$ cat config.mk
export PLATFORM = sky130hd
export DESIGN_NAME = sram_bist_ctrl
export DESIGN_NICKNAME = d
export VERILOG_FILES = /design/src/rtl/sram_bist_ctrl_pkg.sv /design/src/rtl/sram_bist_ctrl_port_mux.sv /design/src/rtl/sram_bist_ctrl.sv
export SDC_FILE = /design/constraint.sdc
export NUM_CORES = 1
export LEC_CHECK = 0
export ABC_CLOCK_PERIOD_IN_PS = 2800
export CAP_MARGIN = 0
export CORE_UTILIZATION = 37
export DETAILED_ROUTE_END_ITERATION = 8
export PLACE_DENSITY = 0.85
export SYNTH_ARGS = -nofsm -noshare
export SYNTH_HDL_FRONTEND = slang
export SYNTH_HIERARCHICAL = 1
export SYNTH_SLANG_ARGS = --single-unit
export TNS_END_PERCENT = 30
$ cat constraint.sdc
create_clock -name core_clk -period 2.8 [get_ports core_clk]
set_input_delay 0.28 -clock core_clk [delete_from_list [all_inputs] [get_ports core_clk]]
set_output_delay 0.28 -clock core_clk [all_outputs]
set_load 0.02 [all_outputs]
$ cat src/rtl/sram_bist_ctrl_pkg.sv
// Shared definitions for the March C- SRAM BIST controller: state and element
// encodings plus the constant March element table.
package sram_bist_ctrl_pkg;

    typedef enum logic [3:0] {
        StIdle,
        StE0,
        StE1,
        StE2,
        StE3,
        StE4,
        StE5,
        StDrain,
        StEnd
    } bist_state_e;

    typedef enum logic [2:0] {
        ElemE0   = 3'd0,
        ElemE1   = 3'd1,
        ElemE2   = 3'd2,
        ElemE3   = 3'd3,
        ElemE4   = 3'd4,
        ElemE5   = 3'd5,
        ElemIdle = 3'd7
    } bist_elem_e;

    // March C- table, one bit per element index (bits 6/7 unused padding).
    // Inv bits: 0 -> background pattern, 1 -> inverted pattern.
    localparam logic [7:0] ElemUp    = 8'b0000_0111; // E0..E2 ascend, E3..E5 descend
    localparam logic [7:0] ElemRd    = 8'b0011_1110; // element contains a read
    localparam logic [7:0] ElemWr    = 8'b0001_1111; // element contains a write
    localparam logic [7:0] ElemRdInv = 8'b0001_0100; // R1 in E2, E4
    localparam logic [7:0] ElemWrInv = 8'b0000_1010; // W1 in E1, E3

    // Element index reported for a state; the drain cycle still belongs to E5.
    function automatic bist_elem_e state_elem(bist_state_e st);
        unique case (st)
            StE0:    return ElemE0;
            StE1:    return ElemE1;
            StE2:    return ElemE2;
            StE3:    return ElemE3;
            StE4:    return ElemE4;
            StE5:    return ElemE5;
            StDrain: return ElemE5;
            default: return ElemIdle;
        endcase
    endfunction

    // State that follows an element once its last address is done.
    function automatic bist_state_e next_elem_state(bist_state_e st);
        unique case (st)
            StE0:    return StE1;
            StE1:    return StE2;
            StE2:    return StE3;
            StE3:    return StE4;
            StE4:    return StE5;
            StE5:    return StDrain;
            default: return StIdle;
        endcase
    endfunction

    function automatic logic is_elem_state(bist_state_e st);
        return (st == StE0) || (st == StE1) || (st == StE2) ||
               (st == StE3) || (st == StE4) || (st == StE5);
    endfunction

endpackage

$ cat src/rtl/sram_bist_ctrl_port_mux.sv
// Owner-select mux for the single SRAM port: host when idle, BIST when busy.
module sram_port_mux #(
    parameter int unsigned AW = 9,
    parameter int unsigned DW = 32
) (
    input  logic            bist_sel,
    input  logic            host_csb,
    input  logic            host_web,
    input  logic [DW/8-1:0] host_wmask,
    input  logic [AW-1:0]   host_addr,
    input  logic [DW-1:0]   host_din,
    input  logic            bist_csb,
    input  logic            bist_web,
    input  logic [AW-1:0]   bist_addr,
    input  logic [DW-1:0]   bist_din,
    output logic            sram_csb0,
    output logic            sram_web0,
    output logic [DW/8-1:0] sram_wmask0,
    output logic [AW-1:0]   sram_addr0,
    output logic [DW-1:0]   sram_din0
);

    // Pure select; BIST always writes full words.
    always_comb begin
        if (bist_sel) begin
            sram_csb0   = bist_csb;
            sram_web0   = bist_web;
            sram_wmask0 = '1;
            sram_addr0  = bist_addr;
            sram_din0   = bist_din;
        end else begin
            sram_csb0   = host_csb;
            sram_web0   = host_web;
            sram_wmask0 = host_wmask;
            sram_addr0  = host_addr;
            sram_din0   = host_din;
        end
    end

endmodule

$ cat src/rtl/sram_bist_ctrl.sv
// March C- BIST controller and owner of the management SRAM 1rw port.
// Sequencer, address counter, read-compare pipeline and status live here.
module sram_bist_ctrl
    import sram_bist_ctrl_pkg::*;
#(
    parameter int unsigned   AW      = 9,
    parameter int unsigned   DW      = 32,
    parameter logic [DW-1:0] PATTERN = 32'h5555_5555
) (
    input  logic            core_clk,
    input  logic            core_rstn,
    input  logic            bist_start,
    output logic            bist_busy,
    output logic            bist_done,
    output logic            bist_fail,
    output logic [2:0]      bist_element,
    output logic [AW-1:0]   bist_fail_addr,
    output logic [DW-1:0]   bist_fail_exp,
    output logic [DW-1:0]   bist_fail_got,
    input  logic            host_csb,
    input  logic            host_web,
    input  logic [DW/8-1:0] host_wmask,
    input  logic [AW-1:0]   host_addr,
    input  logic [DW-1:0]   host_din,
    output logic [DW-1:0]   host_dout,
    output logic            host_gnt,
    output logic            sram_csb0,
    output logic            sram_web0,
    output logic [DW/8-1:0] sram_wmask0,
    output logic [AW-1:0]   sram_addr0,
    output logic [DW-1:0]   sram_din0,
    input  logic [DW-1:0]   sram_dout0
);

    localparam logic [AW-1:0] AddrMax = {AW{1'b1}};
    localparam logic [AW-1:0] AddrMin = '0;

    bist_state_e   state_q, state_d;
    logic [AW-1:0] addr_q, addr_d;
    logic          phase_q, phase_d;     // RW elements: 0 = read, 1 = write
    logic          busy_q, busy_d;
    logic          done_q, done_d;
    logic          fail_q, fail_d;
    logic [2:0]    element_q, element_d;
    logic [AW-1:0] fail_addr_q, fail_addr_d;
    logic [DW-1:0] fail_exp_q, fail_exp_d;
    logic [DW-1:0] fail_got_q, fail_got_d;

    // Op presented to the macro this cycle (address is addr_q).
    logic          op_csb_q, op_csb_d;
    logic          op_web_q, op_web_d;
    logic [DW-1:0] op_din_q, op_din_d;
    logic          op_rd_q, op_rd_d;
    logic [DW-1:0] op_exp_q, op_exp_d;

    // Read issued last cycle whose data is on sram_dout0 now.
    logic          chk_vld_q, chk_vld_d;
    logic [AW-1:0] chk_addr_q, chk_addr_d;
    logic [DW-1:0] chk_exp_q, chk_exp_d;

    logic          mismatch;
    bist_elem_e    cur_elem;
    bist_elem_e    op_elem;
    bist_state_e   nxt_el_st;
    logic [AW-1:0] last_addr;
    logic [AW-1:0] nxt_first;

    assign mismatch  = chk_vld_q && (sram_dout0 != chk_exp_q);
    assign cur_elem  = state_elem(state_q);
    assign last_addr = ElemUp[cur_elem] ? AddrMax : AddrMin;
    assign nxt_el_st = next_elem_state(state_q);
    assign nxt_first = ElemUp[state_elem(nxt_el_st)] ? AddrMin : AddrMax;

    // Sequencer: element stepping, address counter, start/abort/completion.
    always_comb begin
        state_d     = state_q;
        addr_d      = addr_q;
        phase_d     = phase_q;
        busy_d      = busy_q;
        done_d      = done_q;
        fail_d      = fail_q;
        fail_addr_d = fail_addr_q;
        fail_exp_d  = fail_exp_q;
        fail_got_d  = fail_got_q;

        unique case (state_q)
            StIdle, StEnd: begin
                state_d = StIdle;
                if (bist_start) begin
                    state_d = StE0;
                    addr_d  = AddrMin;
                    phase_d = 1'b0;
                    busy_d  = 1'b1;
                    done_d  = 1'b0;
                    fail_d  = 1'b0;
                end
            end
            StE0, StE1, StE2, StE3, StE4, StE5: begin
                if (ElemRd[cur_elem] && ElemWr[cur_elem] && !phase_q) begin
                    phase_d = 1'b1;
                end else begin
                    phase_d = 1'b0;
                    if (addr_q == last_addr) begin
                        state_d = nxt_el_st;
                        addr_d  = nxt_first;
                    end else if (ElemUp[cur_elem]) begin
                        addr_d = addr_q + AW'(1);
                    end else begin
                        addr_d = addr_q - AW'(1);
                    end
                end
            end
            StDrain: begin
                state_d = StEnd;
                busy_d  = 1'b0;
                done_d  = 1'b1;
            end
            default: state_d = StIdle;
        endcase

        // First mismatch aborts the run; nothing further is issued.
        if (mismatch) begin
            state_d     = StIdle;
            busy_d      = 1'b0;
            done_d      = 1'b0;
            fail_d      = 1'b1;
            fail_addr_d = chk_addr_q;
            fail_exp_d  = chk_exp_q;
            fail_got_d  = sram_dout0;
        end
    end

    assign op_elem = state_elem(state_d);

    // Decode the op for the next cycle and stage the current read for compare.
    always_comb begin
        element_d = op_elem;
        op_csb_d  = 1'b1;
        op_web_d  = 1'b1;
        op_rd_d   = 1'b0;
        op_din_d  = PATTERN;
        op_exp_d  = PATTERN;
        if (is_elem_state(state_d)) begin
            op_csb_d = 1'b0;
            op_rd_d  = ElemRd[op_elem] && (!ElemWr[op_elem] || !phase_d);
            op_web_d = op_rd_d;
            op_din_d = ElemWrInv[op_elem] ? ~PATTERN : PATTERN;
            op_exp_d = ElemRdInv[op_elem] ? ~PATTERN : PATTERN;
        end
        chk_vld_d  = op_rd_q && !mismatch;
        chk_addr_d = addr_q;
        chk_exp_d  = op_exp_q;
    end

    // All controller state, registered outputs included.
    always_ff @(posedge core_clk or negedge core_rstn) begin
        if (!core_rstn) begin
            state_q     <= StIdle;
            addr_q      <= '0;
            phase_q     <= 1'b0;
            busy_q      <= 1'b0;
            done_q      <= 1'b0;
            fail_q      <= 1'b0;
            element_q   <= 3'd7;
            fail_addr_q <= '0;
            fail_exp_q  <= '0;
            fail_got_q  <= '0;
            op_csb_q    <= 1'b1;
            op_web_q    <= 1'b1;
            op_din_q    <= '0;
            op_rd_q     <= 1'b0;
            op_exp_q    <= '0;
            chk_vld_q   <= 1'b0;
            chk_addr_q  <= '0;
            chk_exp_q   <= '0;
        end else begin
            state_q     <= state_d;
            addr_q      <= addr_d;
            phase_q     <= phase_d;
            busy_q      <= busy_d;
            done_q      <= done_d;
            fail_q      <= fail_d;
            element_q   <= element_d;
            fail_addr_q <= fail_addr_d;
            fail_exp_q  <= fail_exp_d;
            fail_got_q  <= fail_got_d;
            op_csb_q    <= op_csb_d;
            op_web_q    <= op_web_d;
            op_din_q    <= op_din_d;
            op_rd_q     <= op_rd_d;
            op_exp_q    <= op_exp_d;
            chk_vld_q   <= chk_vld_d;
            chk_addr_q  <= chk_addr_d;
            chk_exp_q   <= chk_exp_d;
        end
    end

    assign bist_busy      = busy_q;
    assign bist_done      = done_q;
    assign bist_fail      = fail_q;
    assign bist_element   = element_q;
    assign bist_fail_addr = fail_addr_q;
    assign bist_fail_exp  = fail_exp_q;
    assign bist_fail_got  = fail_got_q;
    assign host_dout      = sram_dout0;
    assign host_gnt       = ~busy_q;

    sram_port_mux #(
        .AW (AW),
        .DW (DW)
    ) u_port_mux (
        .bist_sel    (busy_q),
        .host_csb    (host_csb),
        .host_web    (host_web),
        .host_wmask  (host_wmask),
        .host_addr   (host_addr),
        .host_din    (host_din),
        .bist_csb    (op_csb_q),
        .bist_web    (op_web_q),
        .bist_addr   (addr_q),
        .bist_din    (op_din_q),
        .sram_csb0   (sram_csb0),
        .sram_web0   (sram_web0),
        .sram_wmask0 (sram_wmask0),
        .sram_addr0  (sram_addr0),
        .sram_din0   (sram_din0)
    );

endmodule

Yosys cells after proc, flatten, opt, wreduce, memory -nomap -nowiden
Memory sizes are Yosys's and may differ from the RTL's. Cells that the tools add are included.

Flip-flop bits (word level): 202. Latch bits: 0. Bits in writable memories: 0. ROM bits: 64. Input port bits: 82. Output and inout port bits: 159. Logic and storage cells: 134. Memories kept: 8.

Memories: (name not given) (words 8, width 1, read ports 1, clocked after Yosys merged registers in 0, write ports 0, RTL line sram_bist_ctrl.sv:148) `op_exp_d = ElemRdInv[op_elem] ? ~PATTERN : PATTERN;`; (name not given) (words 8, width 1, read ports 1, clocked after Yosys merged registers in 0, write ports 0, RTL line sram_bist_ctrl.sv:147) `op_din_d = ElemWrInv[op_elem] ? ~PATTERN : PATTERN;`; (name not given) (words 8, width 1, read ports 1, clocked after Yosys merged registers in 0, write ports 0, RTL line sram_bist_ctrl.sv:145) `op_rd_d = ElemRd[op_elem] && (!ElemWr[op_elem] || !phase_d);`; (name not given) (words 8, width 1, read ports 1, clocked after Yosys merged registers in 0, write ports 0, RTL line sram_bist_ctrl.sv:145); (name not given) (words 8, width 1, read ports 1, clocked after Yosys merged registers in 0, write ports 0, RTL line sram_bist_ctrl.sv:106) `end else if (ElemUp[cur_elem]) begin`; (name not given) (words 8, width 1, read ports 1, clocked after Yosys merged registers in 0, write ports 0, RTL line sram_bist_ctrl.sv:99) `if (ElemRd[cur_elem] && ElemWr[cur_elem] && !phase_q) begin`; 2 more memories.

Add/subtract/negate cells: 2. Multiply operators: 0. Divide/modulo/power cells: 0. Order comparisons: 3. Eq/ne operators: 27. Shifts and indexed selects: 0. Muxes and demuxes: 47. Bitwise operators: 1. Reduce and logical (&&, ||, !) cells: 28.

Operators with widths (count): $mux 32 (5); $pmux 3 s6 (4); $mux 9 (7); $eq 4x3->1 const B (12); $ne 32x32->1 (1); $eq 4x2->1 const B (6); $mux 1 (22); $pmux 9 s2 (1); $mux 4 (4); $eq 4x1->1 const B (3); $lt 3x4->1 const B (3); $pmux 4 s3 (1); $add 9x1->9 const B (1); $eq 9x9->1 (1); $sub 9x1->9 const B (1); $reduce_or 2->1 (4); $logic_or 1x1->1 (6); $pmux 1 s2 (3); $reduce_bool 2->1 (3); $reduce_or 6->1 (1); $logic_and 1x1->1 (5); $eq 4x4->1 const B (1); $logic_not 1->1 (4); $logic_not 4->1 (1); other kinds (6) (8).

Logic depth before layout (Yosys ltp)
Depth after elaboration: 20. Gate-level depth with buffers: 12.

Modules after synthesis
The synthesis kept the hierarchy.

Modules (own cells, without submodules): sram_bist_ctrl (instances 1, cells an instance 389, area an instance 4296.6 um^2); sram_port_mux (instances 1, cells an instance 52, area an instance 656.9 um^2).

Worst setup path before layout
Ideal clock, no wire load.

Path kind: register -> register. Start point: register state_q[1]. End point: register addr_q[8]. Arrival time: 2637 ps. Data required time: 2673 ps. Path slack: 36 ps. Stages on the path, launching flop included: 13. Buffers on the path: 2. Period minus slack after synthesis: 2764 ps. Path through: dfrtp_1 -> buf_6 -> or2_2 -> nand2_1 -> ha_1 -> and4_1 -> nand4_1 -> a21o_1 -> buf_4 -> maj3_2 -> o21ai_4 -> o31ai_1 -> o21bai_1.

Cells in the longest elaborated chain, start to end: 11. Elaborated cells on any way between the ends: 44. Classes of those cells: eq/ne: 18; mux: 13; reduce/logical: 9; memory: 4.

RTL lines: start, declared (RTL line sram_bist_ctrl.sv:38) `bist_state_e state_q, state_d;`; start signal, assigned (RTL line sram_bist_ctrl.sv:158) `state_q <= StIdle;`; start signal, assigned (RTL line sram_bist_ctrl.sv:177) `state_q <= state_d;`; $eq 4x3->1, or another cell as far along (RTL line sram_bist_ctrl_pkg.sv:37, sram_bist_ctrl_pkg.sv:51, sram_bist_ctrl.sv:86); $pmux 3 s6 (RTL line sram_bist_ctrl_pkg.sv:51) `unique case (st)`; $eq 4x3->1 (RTL line sram_bist_ctrl_pkg.sv:37) `unique case (st)`; $reduce_or 2->1 (no source line); $pmux 3 s6 (RTL line sram_bist_ctrl_pkg.sv:37); $mem_v2 8x1; $mux 1 (not written as such) (RTL line sram_bist_ctrl.sv:72) `assign nxt_first = ElemUp[state_elem(nxt_el_st)] ? AddrMin : AddrMax;`; $mux 9 (RTL line sram_bist_ctrl.sv:72); $mux 9 (RTL line sram_bist_ctrl.sv:103) `if (addr_q == last_addr) begin`; $mux 9 (RTL line sram_bist_ctrl.sv:99); $pmux 9 s2 (RTL line sram_bist_ctrl.sv:86) `unique case (state_q)`; end signal, assigned (RTL line sram_bist_ctrl.sv:178) `addr_q <= addr_d;`; end, declared (RTL line sram_bist_ctrl.sv:39) `logic [AW-1:0] addr_q, addr_d;`.

Several ways; a longest one is shown, not always the timed one. The select of a mux whose other input is x is not followed. A chain may end at the register's enable or synchronous reset.

Final worst setup path
Start point: register state_q[1]. End point: register op_csb_q.

Cells in the longest elaborated chain, start to end: 18. Elaborated cells on any way between the ends: 40. Classes of those cells: eq/ne: 15; mux: 11; reduce/logical: 11; memory: 3.

RTL lines: $eq 4x3->1 (on tied branches) (RTL line sram_bist_ctrl_pkg.sv:37, sram_bist_ctrl_pkg.sv:51, sram_bist_ctrl.sv:86); $reduce_or 2->1 (no source line); $pmux 3 s6 (RTL line sram_bist_ctrl_pkg.sv:37); $mem_v2 8x1; $mux 1; $mux 9 (RTL line sram_bist_ctrl.sv:70) `assign last_addr = ElemUp[cur_elem] ? AddrMax : AddrMin;`; $eq 9x9->1 (RTL line sram_bist_ctrl.sv:103); $mux 4 (RTL line sram_bist_ctrl.sv:103); $mux 4 (RTL line sram_bist_ctrl.sv:99); $pmux 4 s3 (*) (RTL line sram_bist_ctrl.sv:86); $mux 4 (*) (RTL line sram_bist_ctrl.sv:122) `if (mismatch) begin`; $eq 4x1->1 or $eq 4x2->1 (tied branches) (RTL line sram_bist_ctrl_pkg.sv:63) `return (st == StE0) || (st == StE1) || (st == StE2) ||`; $logic_or 1x1->1 (3 in a row) (RTL line sram_bist_ctrl_pkg.sv:63); $logic_or 1x1->1 (RTL line sram_bist_ctrl_pkg.sv:64) `(st == StE3) || (st == StE4) || (st == StE5);`; $logic_or 1x1->1 (*) (RTL line sram_bist_ctrl_pkg.sv:64); $mux 1 (*) (RTL line sram_bist_ctrl.sv:143) `if (is_elem_state(state_d)) begin`; named net op_csb_d (RTL line sram_bist_ctrl.sv:50) `logic op_csb_q, op_csb_d;`; end signal, assigned (RTL line sram_bist_ctrl.sv:187) `op_csb_q <= op_csb_d;`; end, declared (RTL line sram_bist_ctrl.sv:50).

The timed path passes the listed nets; every way through them passes the cells marked *. The select of a mux whose other input is x is not followed.

==> results.txt <==
The average wire per standard cell was 17.2 um. The sequential share of the synthesized area is 41.6%. For this run, the post-layout net count is 724.

Tightest hold margin: 0.0624 ns. TritonCTS built the clock tree. The final critical path time including I/O delays and setup is 2.69 ns, and the final HPWL from detailed placement is 10500 um. The critical setup path kind was flop to flop. STA classifies the critical path startpoint as a flop. Measured against its own limit, the worst slew margin works out to 43.6%. Counting instances in the post-synthesis netlist gives the leading cell types as sky130_fd_sc_hd__dfrtp_1, sky130_fd_sc_hd__buf_4, sky130_fd_sc_hd__mux2_2, sky130_fd_sc_hd__mux2_4, sky130_fd_sc_hd__nand2_1. Measured along the x axis, the die boundary spans 118 um.

The tools report the number of levels the H-tree was split into as 3. For this run, design rule violations remaining after detail routing come to 0. The flow ran to the end, and the final reports show no timing, DRC or antenna violations. From synthesis to final layout, the design area changed by 50.6%. For the pin with the worst max-slew slack, the measured transition is 0.846 ns.

Pin placement for this block handled 241 I/O pins. The overall global routing resource usage is 19.8%, and the remaining antenna violation count after routing is 0. The via count of the first global-routing pass was 4119; the vertical die dimension was 118 um. The total CTS buffers was 9.

Dividing the synthesized area by the synthesized cell count gives 11.2 sq um. The longest clock path from root to sink contains 2 buffers. For the distinct cell type count of the synthesized netlist, the log shows 56. Clock latency on the worst-skew pair, taken at its later pin, is 0.33 ns.

The violation count after the first detailed-routing iteration is 223, and the number of sinks handled by clock tree synthesis is 82. The logs give 2.94 ns for the worst endpoint data arrival time and 0 for the number of hold-slack violations in the final timing report. In the post-synthesis netlist, the biggest area contributors are sky130_fd_sc_hd__dfrtp_1, sky130_fd_sc_hd__mux2_2, sky130_fd_sc_hd__buf_4. The tool flagged a number of max-cap violations equal to 0.

Yosys printed 6 warnings. The number of antenna violations at the first check in global routing came out at 0. Among all flip-flop cells after synthesis, the most frequent one is sky130_fd_sc_hd__dfrtp_1. The first detailed-routing pass took 4 iterations.

Counting every net in the synthesized netlist gives 531. In this run the static leakage power is 3.28 nW. Prior to clock tree synthesis, the placed netlist has a worst setup slack of 0.0773 ns.

The combined area of the multi-input logic cells was 2290 sq um. After floorplanning, the core was divided into 41 placement rows. The mapped netlist covers 4950 sq um.

The clock root buffer was sky130_fd_sc_hd__clkbuf_16. After filler insertion, the fill cell instance count of the layout stands at 1039. The worst clock skew came out at 0.00614 ns. After layout, the worst setup slack is 0.113 ns.

STA classifies the critical path endpoint as a flop. Of all cell types, the one taking the most synthesized area is sky130_fd_sc_hd__dfrtp_1. After clock tree synthesis, the clock-pin slew on the worst setup and hold paths is 0.06 ns.

Once layout is done, the placed cells without fillers occupy 7460 sq um. Of all flip-flops after synthesis, the portion carrying an async set or reset was 100%. The share of the core filled with cells was 58.2%; the highest net fanout along the worst path was 7. The power density over cell area was 776 nW/um^2.

Setup violations remaining at the end of the flow were counted as 0. The number of hold buffers added after cts was 0. The total global routing overflow is 0, and the fraction of final layout cells with drive strength greater than 1 is 23.3%.

STA puts the critical path data required time at 3.05 ns. Die outline area: 13900 sq um. The worst min-delay path category is primary input to asynchronous set/reset pin. For this configuration, the core starts out at a cell density of 38.6%. During placement, the flow inserted port buffers numbering 240. The placed instances occupy a cell area of 7110 sq um. Final number of max-transition violations: 0. Setup repair after global routing could not meet its margin everywhere. Counting flops with a built-in enable in the synthesized netlist gives 0.

Routability congestion estimate from global placement: 0.950. The detail-routed via count per cell is 5.04, and the post-route clock period utilization is 96.0%. The core region is 12800 sq um.

The first global-routing pass estimated 22000 um of wire. IR analysis of the VDD net gives a maximum drop of 0.355 mV. The run gives 0.372 GHz as the highest clock rate.

By instance count, the leading cell after synthesis is sky130_fd_sc_hd__dfrtp_1. The final antenna diode count was 0; the storage element area was 2060 sq um. The largest net degree at the start of global routing is 69. The synthesized design devotes to its leading area cell type 38.9% of total area.

Counting flops and latches in the post-synthesis netlist gives 82. The tools report the total wire length as 14000 um. Across all layers, the routed design uses 4088 vias.

The synthesized netlist cell count came out at 441.
-- critical path, cell delays in order (launching register included) --
cell,delay [ns]
sky130_fd_sc_hd__dfrtp_1,0.37
sky130_fd_sc_hd__or2_2,0.34
sky130_fd_sc_hd__nand2_2,0.13
sky130_fd_sc_hd__ha_1,0.21
sky130_fd_sc_hd__and4_1,0.23
sky130_fd_sc_hd__nand4_1,0.20
sky130_fd_sc_hd__a21o_4,0.29
sky130_fd_sc_hd__o31a_1,0.35
sky130_fd_sc_hd__a22oi_2,0.26
sky130_fd_sc_hd__nor3b_1,0.09
sky130_fd_sc_hd__o21ai_1,0.15
-- placed cells by master, fill, tap and decap left out, types with 6 or more instances in the layout --
cell	instances
sky130_fd_sc_hd__clkdlybuf4s50_1	239
sky130_fd_sc_hd__dfrtp_1	76
sky130_fd_sc_hd__mux2_2	60
sky130_fd_sc_hd__mux2_4	26
sky130_fd_sc_hd__nand2_1	24
sky130_fd_sc_hd__buf_4	21
sky130_fd_sc_hd__nor2_1	19
sky130_fd_sc_hd__o21ai_0	16
sky130_fd_sc_hd__nor3_1	13
sky130_fd_sc_hd__a21oi_1	11
sky130_fd_sc_hd__clkbuf_16	9
sky130_fd_sc_hd__inv_1	8
sky130_fd_sc_hd__nor4_1	7
sky130_fd_sc_hd__ha_1	7
sky130_fd_sc_hd__or2_2	6
sky130_fd_sc_hd__nand4_1	6
sky130_fd_sc_hd__nand3_1	6
sky130_fd_sc_hd__nor2b_1	6
-- layer usage --
| layer | vias up | GRT usage (%) | wire length [um] | part of all wire (%) |
|---|---|---|---|---|
| met5 | - | 0 | 0 | 0 |
| met3 | 20 | 4.70 | 773 | 5.5 |
| met2 | 170 | 36.3 | 7430 | 53 |
| met4 | 0 | 5.61 | 180 | 1.3 |
| met1 | 2009 | 22.7 | 5590 | 40 |
| li1 | 1889 | - | - | - |
-- state kept, by name (all words and copies together), names as in the netlist --
name / count
chk_addr_q: 9
chk_exp_d: 2
op_csb_q: 1
addr_q: 9
bist_fail_exp: 2
chk_vld_q: 1
bist_fail: 1
op_rd_q: 1
op_web_q: 1
bist_element: 3
state_q: 4
bist_fail_got: 32
op_din_q: 2
bist_fail_addr: 9
bist_busy: 1
phase_q: 1
chk_exp_q: 2
bist_done: 1
-- kinds of logic (layout without fill, tap and decap cells) --
| family | after synthesis | in the layout | synth area share, % |
|---|---|---|---|
| AND/OR/NAND/NOR | 105 | 105 | 10.9 |
| buffers and inverters | 89 | 286 | 13.1 |
| multiplexers | 88 | 88 | 21.9 |
| flip-flops | 82 | 82 | 41.6 |
| AO/OA/AOI/OAI | 62 | 63 | 9.12 |
| adder cells (fa/ha/maj) | 9 | 9 | 2.40 |
| XOR/XNOR | 6 | 6 | 1.06 |
-- per-stage QoR --
step	power [W]	instances	TNS, ns
3_3_place_gp	0.00453	790	0
5_1_grt	0.00609	811	-0.0683
4_1_cts	0.00576	806	0
6_report	0.00579	811	0
3_5_place_dp	0.00463	790	0
2_1_floorplan	0.00351	441	0
-- final timing paths --
path | from | endpoint | slack (ns) | depth (start not counted)
setup / recovery | state_q[1] | op_csb_q | 0.11 | 10
hold / removal | core_rstn | bist_fail_got[24] | 0.06 | 1
setup reg to reg | state_q[1] | op_csb_q | 0.11 | 10
hold reg to reg | chk_exp_d[30] | chk_exp_q[30] | 0.36 | 0
max in group asynchronous | core_rstn | chk_addr_q[4] | 2.05 | 2
min in group core_clk | chk_exp_d[30] | chk_exp_q[30] | 0.36 | 0
-- final cells by class --
type,instances,share of cell area [%]
clock inverter,4,0.369
multi-input combinational,271,30.7
sequential,82,27.6
timing repair buffer,262,34.7
inverter,8,0.403
clock buffer,12,3.30
tap,172,2.88
-- report_power, final --
group	switching, W	internal [W]
Combinational	0.00149	0.00152
Sequential	0.000201	0.00149
Clock	0.000464	0.000624
Total	0.00216	0.00363
-- what timing repair did --
item,in CTS,in global routing
gates resized for setup,0,6
setup buffers,0,4
endpoints found under the setup margin,0,16
Power figures use the tool's default switching activity.
